$ cat src/rtl/instr_sequencer.sv
// Fetch/decode/execute sequencer: fetches {opcode, operand} words from instruction
// memory and drives one-cycle register-load strobes or a held readout request.
module instr_sequencer #(
    parameter int unsigned     PC_W     = 8,
    parameter logic [PC_W-1:0] RESET_PC = '0
) (
    input  logic            clk,
    input  logic            rst_n,
    input  logic            start,
    output logic [PC_W-1:0] imem_addr,
    output logic            imem_req,
    input  logic            imem_valid,
    input  logic [7:0]      imem_data,
    output logic [3:0]      opcode,
    output logic [3:0]      operand,
    output logic            load_a,
    output logic            load_b,
    output logic            load_c,
    output logic            read_en,
    input  logic            out_ready,
    output logic [PC_W-1:0] pc,
    output logic            busy,
    output logic            halted
);
    // Handshakes: a fetch completes on the cycle where imem_req and imem_valid are
    // both 1; a readout completes on the cycle where read_en and out_ready are both 1.
    // imem_req and read_en stay asserted, with stable address/operand, until then.

    typedef enum logic [2:0] {
        S_IDLE     = 3'd0,
        S_FETCH    = 3'd1,
        S_DECODE   = 3'd2,
        S_EXEC     = 3'd3,
        S_WAIT_OUT = 3'd4,
        S_HALTED   = 3'd5
    } state_t;

    localparam logic [3:0] OP_NOP  = 4'h0;
    localparam logic [3:0] OP_LDA  = 4'h1;
    localparam logic [3:0] OP_LDB  = 4'h2;
    localparam logic [3:0] OP_OUT  = 4'h3;
    localparam logic [3:0] OP_JMP  = 4'hE;
    localparam logic [3:0] OP_HALT = 4'hF;

    localparam logic [PC_W-1:0] PC_ONE = {{(PC_W-1){1'b0}}, 1'b1};

    state_t          state;
    state_t          state_next;
    logic [PC_W-1:0] pc_next;
    logic [PC_W-1:0] jmp_target;
    logic            load_a_next;
    logic            load_b_next;
    logic            load_c_next;
    logic            read_en_next;

    assign jmp_target = PC_W'(operand);
    assign imem_addr  = pc;
    assign imem_req   = (state == S_FETCH);
    assign busy       = (state != S_IDLE) && (state != S_HALTED);
    assign halted     = (state == S_HALTED);

    always_ff @(posedge clk or negedge rst_n) begin
        if (!rst_n) begin
            state <= S_IDLE;
        end else begin
            state <= state_next;
        end
    end

    always_comb begin
        state_next   = state;
        pc_next      = pc;
        load_a_next  = 1'b0;
        load_b_next  = 1'b0;
        load_c_next  = 1'b0;
        read_en_next = 1'b0;
        case (state)
            S_IDLE, S_HALTED: begin
                if (start) begin
                    pc_next    = RESET_PC;
                    state_next = S_FETCH;
                end
            end
            S_FETCH: begin
                if (imem_valid) begin
                    state_next = S_DECODE;
                end
            end
            S_DECODE: begin
                case (opcode)
                    OP_NOP: begin
                        pc_next    = pc + PC_ONE;
                        state_next = S_FETCH;
                    end
                    OP_LDA: begin
                        load_a_next = 1'b1;
                        state_next  = S_EXEC;
                    end
                    OP_LDB: begin
                        load_b_next = 1'b1;
                        state_next  = S_EXEC;
                    end
                    OP_OUT: begin
                        read_en_next = 1'b1;
                        state_next   = S_WAIT_OUT;
                    end
                    OP_JMP: begin
                        pc_next    = jmp_target;
                        state_next = S_FETCH;
                    end
                    OP_HALT: begin
                        state_next = S_HALTED;
                    end
                    default: begin
                        load_c_next = 1'b1;
                        state_next  = S_EXEC;
                    end
                endcase
            end
            S_EXEC: begin
                pc_next    = pc + PC_ONE;
                state_next = S_FETCH;
            end
            S_WAIT_OUT: begin
                // read_en is still high on the accepting cycle; it drops with the move to FETCH.
                if (out_ready) begin
                    pc_next    = pc + PC_ONE;
                    state_next = S_FETCH;
                end else begin
                    read_en_next = 1'b1;
                end
            end
            default: begin
                state_next = S_IDLE;
            end
        endcase
    end

    always_ff @(posedge clk or negedge rst_n) begin
        if (!rst_n) begin
            pc      <= RESET_PC;
            opcode  <= '0;
            operand <= '0;
            load_a  <= 1'b0;
            load_b  <= 1'b0;
            load_c  <= 1'b0;
            read_en <= 1'b0;
        end else begin
            pc      <= pc_next;
            load_a  <= load_a_next;
            load_b  <= load_b_next;
            load_c  <= load_c_next;
            read_en <= read_en_next;
            if (state == S_FETCH && imem_valid) begin
                opcode  <= imem_data[7:4];
                operand <= imem_data[3:0];
            end
        end
    end

endmodule

$ cat config.mk
export PLATFORM = sky130hd
export DESIGN_NAME = instr_sequencer
export DESIGN_NICKNAME = d
export VERILOG_FILES = /design/src/rtl/instr_sequencer.sv
export SDC_FILE = /design/constraint.sdc
export NUM_CORES = 1
export LEC_CHECK = 0
export BUFFER_PORTS_ARGS = -buffer_cell sky130_fd_sc_hd__buf_2
export CAP_MARGIN = 20
export CORE_ASPECT_RATIO = 2
export CORE_MARGIN = 2
export CORE_UTILIZATION = 50
export DETAILED_ROUTE_END_ITERATION = 6
export PLACE_DENSITY = 0.84
export SYNTH_ARGS = -nofsm -noshare
export SYNTH_HDL_FRONTEND = slang
export SYNTH_SLANG_ARGS = --single-unit
export TNS_END_PERCENT = 1
$ cat constraint.sdc
create_clock -name clk -period 2.36 [get_ports clk]
set_clock_uncertainty 0.2 [all_clocks]
set_input_delay 0.236 -clock clk [delete_from_list [all_inputs] [get_ports clk]]
set_output_delay 0.236 -clock clk [all_outputs]
set_load 0.005 [all_outputs]
Yosys cells after proc, flatten, opt, wreduce, memory -nomap -nowiden

Cells that the tools add are included.
Widths: inputs -> output; s select.

Logic and storage cells: 53
Input bits: 13
Output and inout bits: 31
Bits in registers: 23

Equal/unequal tests: 15
Reduce and logical (&&, ||, !) cells: 11
Mux-type cells: 18
Add/subtract/negate cells: 1

Operator list:

| kind                | count |
|---|---|
| $pmux 8 s4          | 1 |
| $mux 8              | 2 |
| $pmux 8 s2          | 1 |
| $pmux 3 s5          | 1 |
| $mux 3              | 3 |
| $pmux 3 s3          | 1 |
| $add 8x1->8 const B | 1 |
| $eq 4x2->1 const B  | 2 |
| $eq 4x4->1 const B  | 2 |
| $mux 1              | 8 |
| $eq 3x2->1 const B  | 2 |
| $eq 3x3->1 const B  | 2 |
| $ne 3x3->1 const B  | 2 |
| $reduce_or 6->1     | 1 |
| $eq 4x1->1 const B  | 1 |
| $logic_not 4->1     | 1 |
| $ne 2x2->1 const B  | 2 |
| $reduce_and 4->1    | 1 |
| $reduce_bool 4->1   | 1 |
| $reduce_or 2->1     | 2 |
| $eq 3x1->1 const B  | 1 |
| $logic_not 3->1     | 1 |
| $reduce_and 3->1    | 1 |
| $reduce_bool 3->1   | 1 |
| other kinds (3)     | 4 |

Longest topological paths before layout

Gate-level depths: netlist of run 1.

Word-level depth: 4
Mapped depth: 6
Depth with buffers taken out: 4

Worst setup path before layout of run 1

OpenSTA, ideal clock, no wires.

Kind: flip-flop to flip-flop
From: register opcode[3]
To: register pc[2] (netlist: imem_addr[2])
Path buffers: 1
Data required time: 2.034 ns
Period minus slack after synthesis: 2.009 ns
Stages on the path, launching flop included: 6
Arrival: 1.683 ns
Path slack: 0.351 ns
Library setup time: 0.126 ns
Cell sequence: dfrtp_1 > or3_1 > a211o_1 > buf_6 > a22o_1 > a221o_1

Cells in the longest elaborated chain, start to end: 3
Elaborated cells between the ends (all ways): 6
Classes of those cells: 2 x eq/ne; 2 x mux; 2 x reduce/logical

RTL lines:

| what                                           | RTL line | RTL |
|---|---|---|
| start: declaration                             | 14       | `output logic [3:0] opcode,` |
| start signal: assignment                       | 155      | `opcode <= imem_data[7:4];` |
| $eq 4x4->1 or $logic_not 4->1 (tied branches)  | 90       | `case (opcode)` |
| $pmux 8 s2 or $ne 3x3->1 (tied branches)       | n/a      |  |
| $pmux 8 s4 or $reduce_and 4->1 (tied branches) | n/a      |  |
| end signal: assignment                         | 149      | `pc <= pc_next;` |
| end: declaration                               | 21       | `output logic [PC_W-1:0] pc,` |

Several ways; a longest one is shown, not always the timed one.
A chain may end at the register's enable or synchronous reset.

Worst setup path after layout of run 1

Same ends and word-level chain as after synthesis.

==> results of run 1 <==
## placed cells by master, fill, tap and decap left out, types with 2 or more instances in the layout
cell,count
a31oi_1,2
and3_1,3
buf_2,43
mux2_2,9
nand2b_1,8
nand2_1,8
dlygate4sd3_1,8
nor3b_1,3
and2_1,2
dfrtp_1,23
a22o_1,5
a21oi_1,5
buf_4,4
nand3_1,6
or3b_2,2
mux2i_1,5
nand3b_1,2
nand4_1,2
clkbuf_8,3
a211oi_1,2
inv_1,3
nor3_1,2
nand4b_1,2
nor2_1,5
## logic make-up after synthesis
kind of cell	count (synthesis)
adder cells (fa/ha/maj)	1
AO/OA/AOI/OAI	23
XOR/XNOR	1
buffers and inverters	18
flip-flops	23
multiplexers	14
AND/OR/NAND/NOR	50
## per-layer routing
metal  global-route usage  routed length, um
met1                0.251               1080
met2                0.389               1740
met3               0.0318                121
met4                0.143                159
met5                    0                  0
## flip-flops by register name, summed over array words and instances (netlist names)
signal and count:
read_en 1, state 3, imem_addr 8, load_b 1, load_c 1, operand 4
opcode 4, load_a 1
## power breakdown
group          switching, W  total (W)  internal, W
combinational      0.000415   0.000819     0.000404
clock              0.000136   0.000256     0.000120
sequential         0.000136   0.000647     0.000511
total              0.000687    0.00172      0.00103
## worst max-delay path, delay by kind of cell, from the launching register on
kind | cells | cell delay [ps]
AO/OA/AOI/OAI | 3 | 980
flip-flops | 1 | 460
AND/OR/NAND/NOR | 1 | 370
## stage by stage
stage	cells	hold slack [ps]	cell area (um^2)	total power, W
2_1_floorplan	130	-260	1330	0.00121
3_3_place_gp	190	25.8	1510	0.00141
3_5_place_dp	190	42.9	1510	0.00145
6_report	202	25.3	1640	0.00172
5_1_grt	202	23.0	1640	0.00185
4_1_cts	202	23.7	1640	0.00173
## synth_stat cells (all sizes together), types with 3 or more instances
cell    instances  share of area
and3            3          0.014
a22o            5          0.033
nand2b          8          0.038
nand2           8          0.023
mux2i           5          0.038
nor2            5          0.014
a21oi           5          0.019
nand3           6          0.023
buf            13          0.073
mux2            9          0.076
dfrtp          23           0.43
inv             3         0.0085
nor3b           3          0.017
## worst paths after layout
| check | slack [ps] | to | start | cells after the start |
|---|---|---|---|---|
| worst max-delay path | 240 | imem_addr[2] | opcode[3] | 4 |
| worst min-delay path | 30 | operand[3] | imem_data[3] | 2 |
| worst max register to register | 240 | imem_addr[2] | opcode[3] | 4 |
| worst min register to register | 360 | operand[0] | operand[0] | 1 |
| max in group asynchronous | 1340 | state[2] | rst_n | 2 |
| min in group asynchronous | 260 | imem_addr[0] | rst_n | 2 |
## final cells by class
type,count,area [um^2]
clock buffers,3,41.3
clock inverters,1,7.51
fillers,211,901
inverters,3,11.3
multi-input cells,89,641
flip-flops and latches,23,576
well taps,28,35.0
repair buffers,55,325
==> flow_metrics.py, run 1 <==
metrics = {
    "run_status": {
        "status": "finished, final reports clean",
    },
    "timing": {
        "fin_crit_sh": 0.898,
        "grt_setup_unrepaired": "no",
        "setup_viol": 0,
        "finalCriticalPeriod_ps": 2120,
        "fin_ws_ps": 241,
        "final_max_slew_viol_count": 0,
        "setup_tns_ps": 0,
        "worstMarginPinSlew_ps": 525,
        "max_freq_ghz": 0.472,
        "hold_violations": 0,
        "slew_headroom": 0.650,
    },
    "power": {
        "vdd_drop_max_mv": 0.688,
        "powerDensity_mw_per_mm2": 1050,
        "leakage_nw": 0.808,
    },
    "clocking": {
        "cts_buffer_depth": 2,
        "clock_sinks": 23,
        "holdBufCountCts": 8,
        "cts_tree": "yes",
        "cts_resized": 0,
        "cts_root_buf": "clkbuf_8",
        "cts_max_level": 1,
        "clk_latency_ps": 280,
        "numCtsBuffers": 3,
        "cts_setup_buffers": 0,
        "path_clk_slew_ps": 90,
    },
    "floorplanning": {
        "die_h_um": 77.0,
        "rows": 26,
        "pin_count": 44,
        "die_width_um": 40.5,
        "start_util": 0.525,
        "dieArea_mm2": 0.00312,
        "coreArea_mm2": 0.00254,
    },
    "setup_path": {
        "critPathMaxFanout": 10,
        "cp_slowest_stage_delay_ps": 460,
        "start_kind": "flip-flop",
        "critical_path.cell_chain": "or3_1, a211o_1, a22o_1, a221o_1",
        "end_kind": "flip-flop",
        "crit_required_ps": 2330,
        "crit_arrival_ps": 2080,
        "slowest_stage": "dfrtp_1",
        "path_class": "flip-flop to flip-flop",
    },
    "final_layout": {
        "num-nets-final": 189,
        "area_growth_pct": 22.8,
        "n_antenna_cell": 0,
        "drive_gt1_frac": 0.362,
        "post-route-util": 0.645,
    },
    "synth": {
        "syn_inst": 130,
        "synth-xor-area-share": 0.00657,
        "synth_compound_area_frac": 0.131,
        "synth_top_family_by_area": "simple AND/OR/NAND/NOR gates",
        "synth_edf_count": 0,
        "synth_simple_gate_area_frac": 0.221,
        "synth_area_per_cell_um2": 10.3,
        "ys.flop_type": "dfrtp_1",
        "ys_warn_count": 0,
        "synthDistinctLibCells": 40,
        "yosysSeqAreaShare": 0.432,
        "synth_fa_ha_area_frac": 0.00939,
        "synth_async_sr_flop_share": 1.00,
        "syn-num-nets": 144,
        "syn_area_mm2": 0.00133,
        "synthMuxAreaShare": 0.114,
        "synth-seq-cells": 23,
    },
    "drt": {
        "vias": 1181,
        "wl_per_cell_um": 15.3,
        "vias_per_cell": 5.85,
        "drt_iter0_drc": 20,
        "drc": 0,
        "wirelength_um": 3100,
        "drtPass1Iterations": 4,
        "final_antenna_net_count": 0,
    },
    "global_routing": {
        "grt_pass1_vias": 1147,
        "globalRouteOverflowTotal": 0,
        "grt_first_pass_wirelength_um": 5190,
        "grtUsageTotal": 0.234,
        "grt_max_degree": 24,
        "antenna_found_initial": 0,
    },
    "place": {
        "port-buffer-count": 43,
        "hpwlAfterDp_um": 2290,
        "dp_slack_ps": 281,
        "gp_congestion": 0.831,
    },
    "job": {
        "cap_violations": 0,
    },
    "worst_hold_path": {
        "min_path_type": "input pin to flip-flop",
    },
}
(Power assumes the default switching activity.)
==> run 2: changes to the inputs <==
==> constraint.sdc (replaced) <==
create_clock -name clk -period 2 [get_ports clk]
set_clock_uncertainty 0.2 [all_clocks]
set_input_delay 0.2 -clock clk [delete_from_list [all_inputs] [get_ports clk]]
set_output_delay 0.2 -clock clk [all_outputs]
set_load 0.005 [all_outputs]
==> flow_metrics.py, run 2 (same netlist as run 1, synthesis figures left out) <==
metrics = {
    "floorplanning": {
        "start_util": 0.525,
        "rows": 26,
        "coreArea_mm2": 0.00254,
        "dieArea_mm2": 0.00312,
        "die_h_um": 77.0,
        "pin_count": 44,
        "die_width_um": 40.5,
    },
    "global_routing": {
        "grt_pass1_vias": 1221,
        "globalRouteOverflowTotal": 0,
        "grt_first_pass_wirelength_um": 5190,
        "antenna_found_initial": 0,
        "grtUsageTotal": 0.229,
        "grt_max_degree": 24,
    },
    "power": {
        "leakage_nw": 0.850,
        "powerDensity_mw_per_mm2": 1240,
        "totalPowerFinal_w": 0.00217,
        "vdd_drop_max_mv": 0.866,
    },
    "final_layout": {
        "drive_gt1_frac": 0.429,
        "final_cell_mix": "buf_2 (43), dfrtp_1 (22), buf_4 (10), mux2_2 (9), dlygate4sd3_1 (9)",
        "n_antenna_cell": 0,
        "largest_reg_flops": 8,
        "num-nets-final": 197,
        "fin_area_mm2": 0.00175,
        "area_growth_pct": 31.5,
        "layout_commonest_cell": "buf_2",
    },
    "clocking": {
        "numCtsBuffers": 3,
        "cts_buffer_depth": 2,
        "path_clk_slew_ps": 80,
        "clk_latency_ps": 260,
        "cts_tree": "yes",
        "clock_sinks": 23,
        "cts_root_buf": "clkbuf_8",
        "cts_max_level": 1,
    },
    "timing": {
        "max_freq_ghz": 0.506,
        "grt_setup_unrepaired": "yes",
        "slew_headroom": 0.665,
        "worstMarginPinSlew_ps": 502,
        "fin_crit_sh": 0.988,
        "final_max_slew_viol_count": 0,
        "holdWs_ps": 94.1,
        "setup_tns_ps": 0,
        "setup_viol": 0,
        "finalCriticalPeriod_ps": 1980,
        "hold_violations": 0,
    },
    "setup_path": {
        "critPathMaxFanout": 13,
        "start_kind": "flip-flop",
        "cp_slowest_stage_delay_ps": 570,
        "crit_arrival_ps": 1930,
        "slowest_stage": "or3b_2",
        "end_kind": "flip-flop",
        "crit_required_ps": 1950,
        "critical_path.cell_chain": "buf_4, or3b_2, o211a_4, nand2b_1, mux2i_1",
        "path_class": "flip-flop to flip-flop",
    },
    "job": {
        "cap_violations": 0,
    },
    "drt": {
        "drtPass1Iterations": 4,
        "wl_per_cell_um": 15.1,
        "drt_iter0_drc": 25,
        "wirelength_um": 3160,
        "vias": 1218,
        "vias_per_cell": 5.80,
        "final_antenna_net_count": 0,
        "drc": 0,
    },
    "place": {
        "port-buffer-count": 43,
        "gp_congestion": 0.856,
        "hpwlAfterDp_um": 2320,
        "dpl-instance-area_mm2": 0.00155,
    },
    "worst_hold_path": {
        "min_path_type": "input pin to flip-flop",
    },
    "run_status": {
        "status": "finished, final reports clean",
    },
}
run 2: critical path: cells and delay by family, from the launching register on:
kind,cells,cell delay [ps]
AND/OR/NAND/NOR,2,670
flip-flops,1,410
AO/OA/AOI/OAI,1,320
buffers and inverters,1,190
multiplexers,1,70
run 2: final timing paths:
path,depth (start not counted),to,start,slack (ps)
worst max register to register,5,imem_addr[6],state[2],20
worst min register to register,1,operand[2],operand[2],320
worst min-delay path,4,state[2],out_ready,90
worst max-delay path,5,imem_addr[6],state[2],20
min in group asynchronous,2,opcode[1],rst_n,230
max in group asynchronous,2,opcode[3],rst_n,990
run 2: report_power, final:
part | internal (W) | switching (W)
clock network | 0.000142 | 0.000139
logic | 0.000598 | 0.000569
registers | 0.000606 | 0.000120
run 2: layout make-up:
cell class | instances | area (um^2)
well taps | 28 | 35.0
inverters | 3 | 11.3
clock buffers | 4 | 45.0
multi-input cells | 89 | 692
flip-flops and latches | 23 | 577
repair buffers | 63 | 392
fillers | 187 | 786
run 2: metrics by stage:
step | utilization | std cells | setup WS [ps]
2_1_floorplan | - | 130 | 2.18
3_3_place_gp | 0.612 | 196 | 58.1
3_5_place_dp | 0.612 | 196 | 24.6
6_report | 0.690 | 210 | 23.6
5_1_grt | 0.690 | 210 | -29.6
4_1_cts | 0.670 | 209 | 28.9
run 2: what timing repair did:
| action | in CTS | in global routing |
|---|---|---|
| gates resized for setup | 1 | 10 |
| endpoints found under the hold margin | 31 | 0 |
| hold buffers | 9 | 0 |
| pin swaps | 0 | 4 |
| setup endpoints to repair | 1 | 8 |
| setup buffers | 0 | 1 |
run 2: routing by layer:
metal  track usage  vias up  wire length [um]  part of all wire
met5             0        -                 0                 0
met4        0.0967        0                63             0.020
met3        0.0231        6               121             0.038
met2         0.402       40              1850              0.58
met1         0.251      599              1130              0.36
li1              -      573                 -                 -
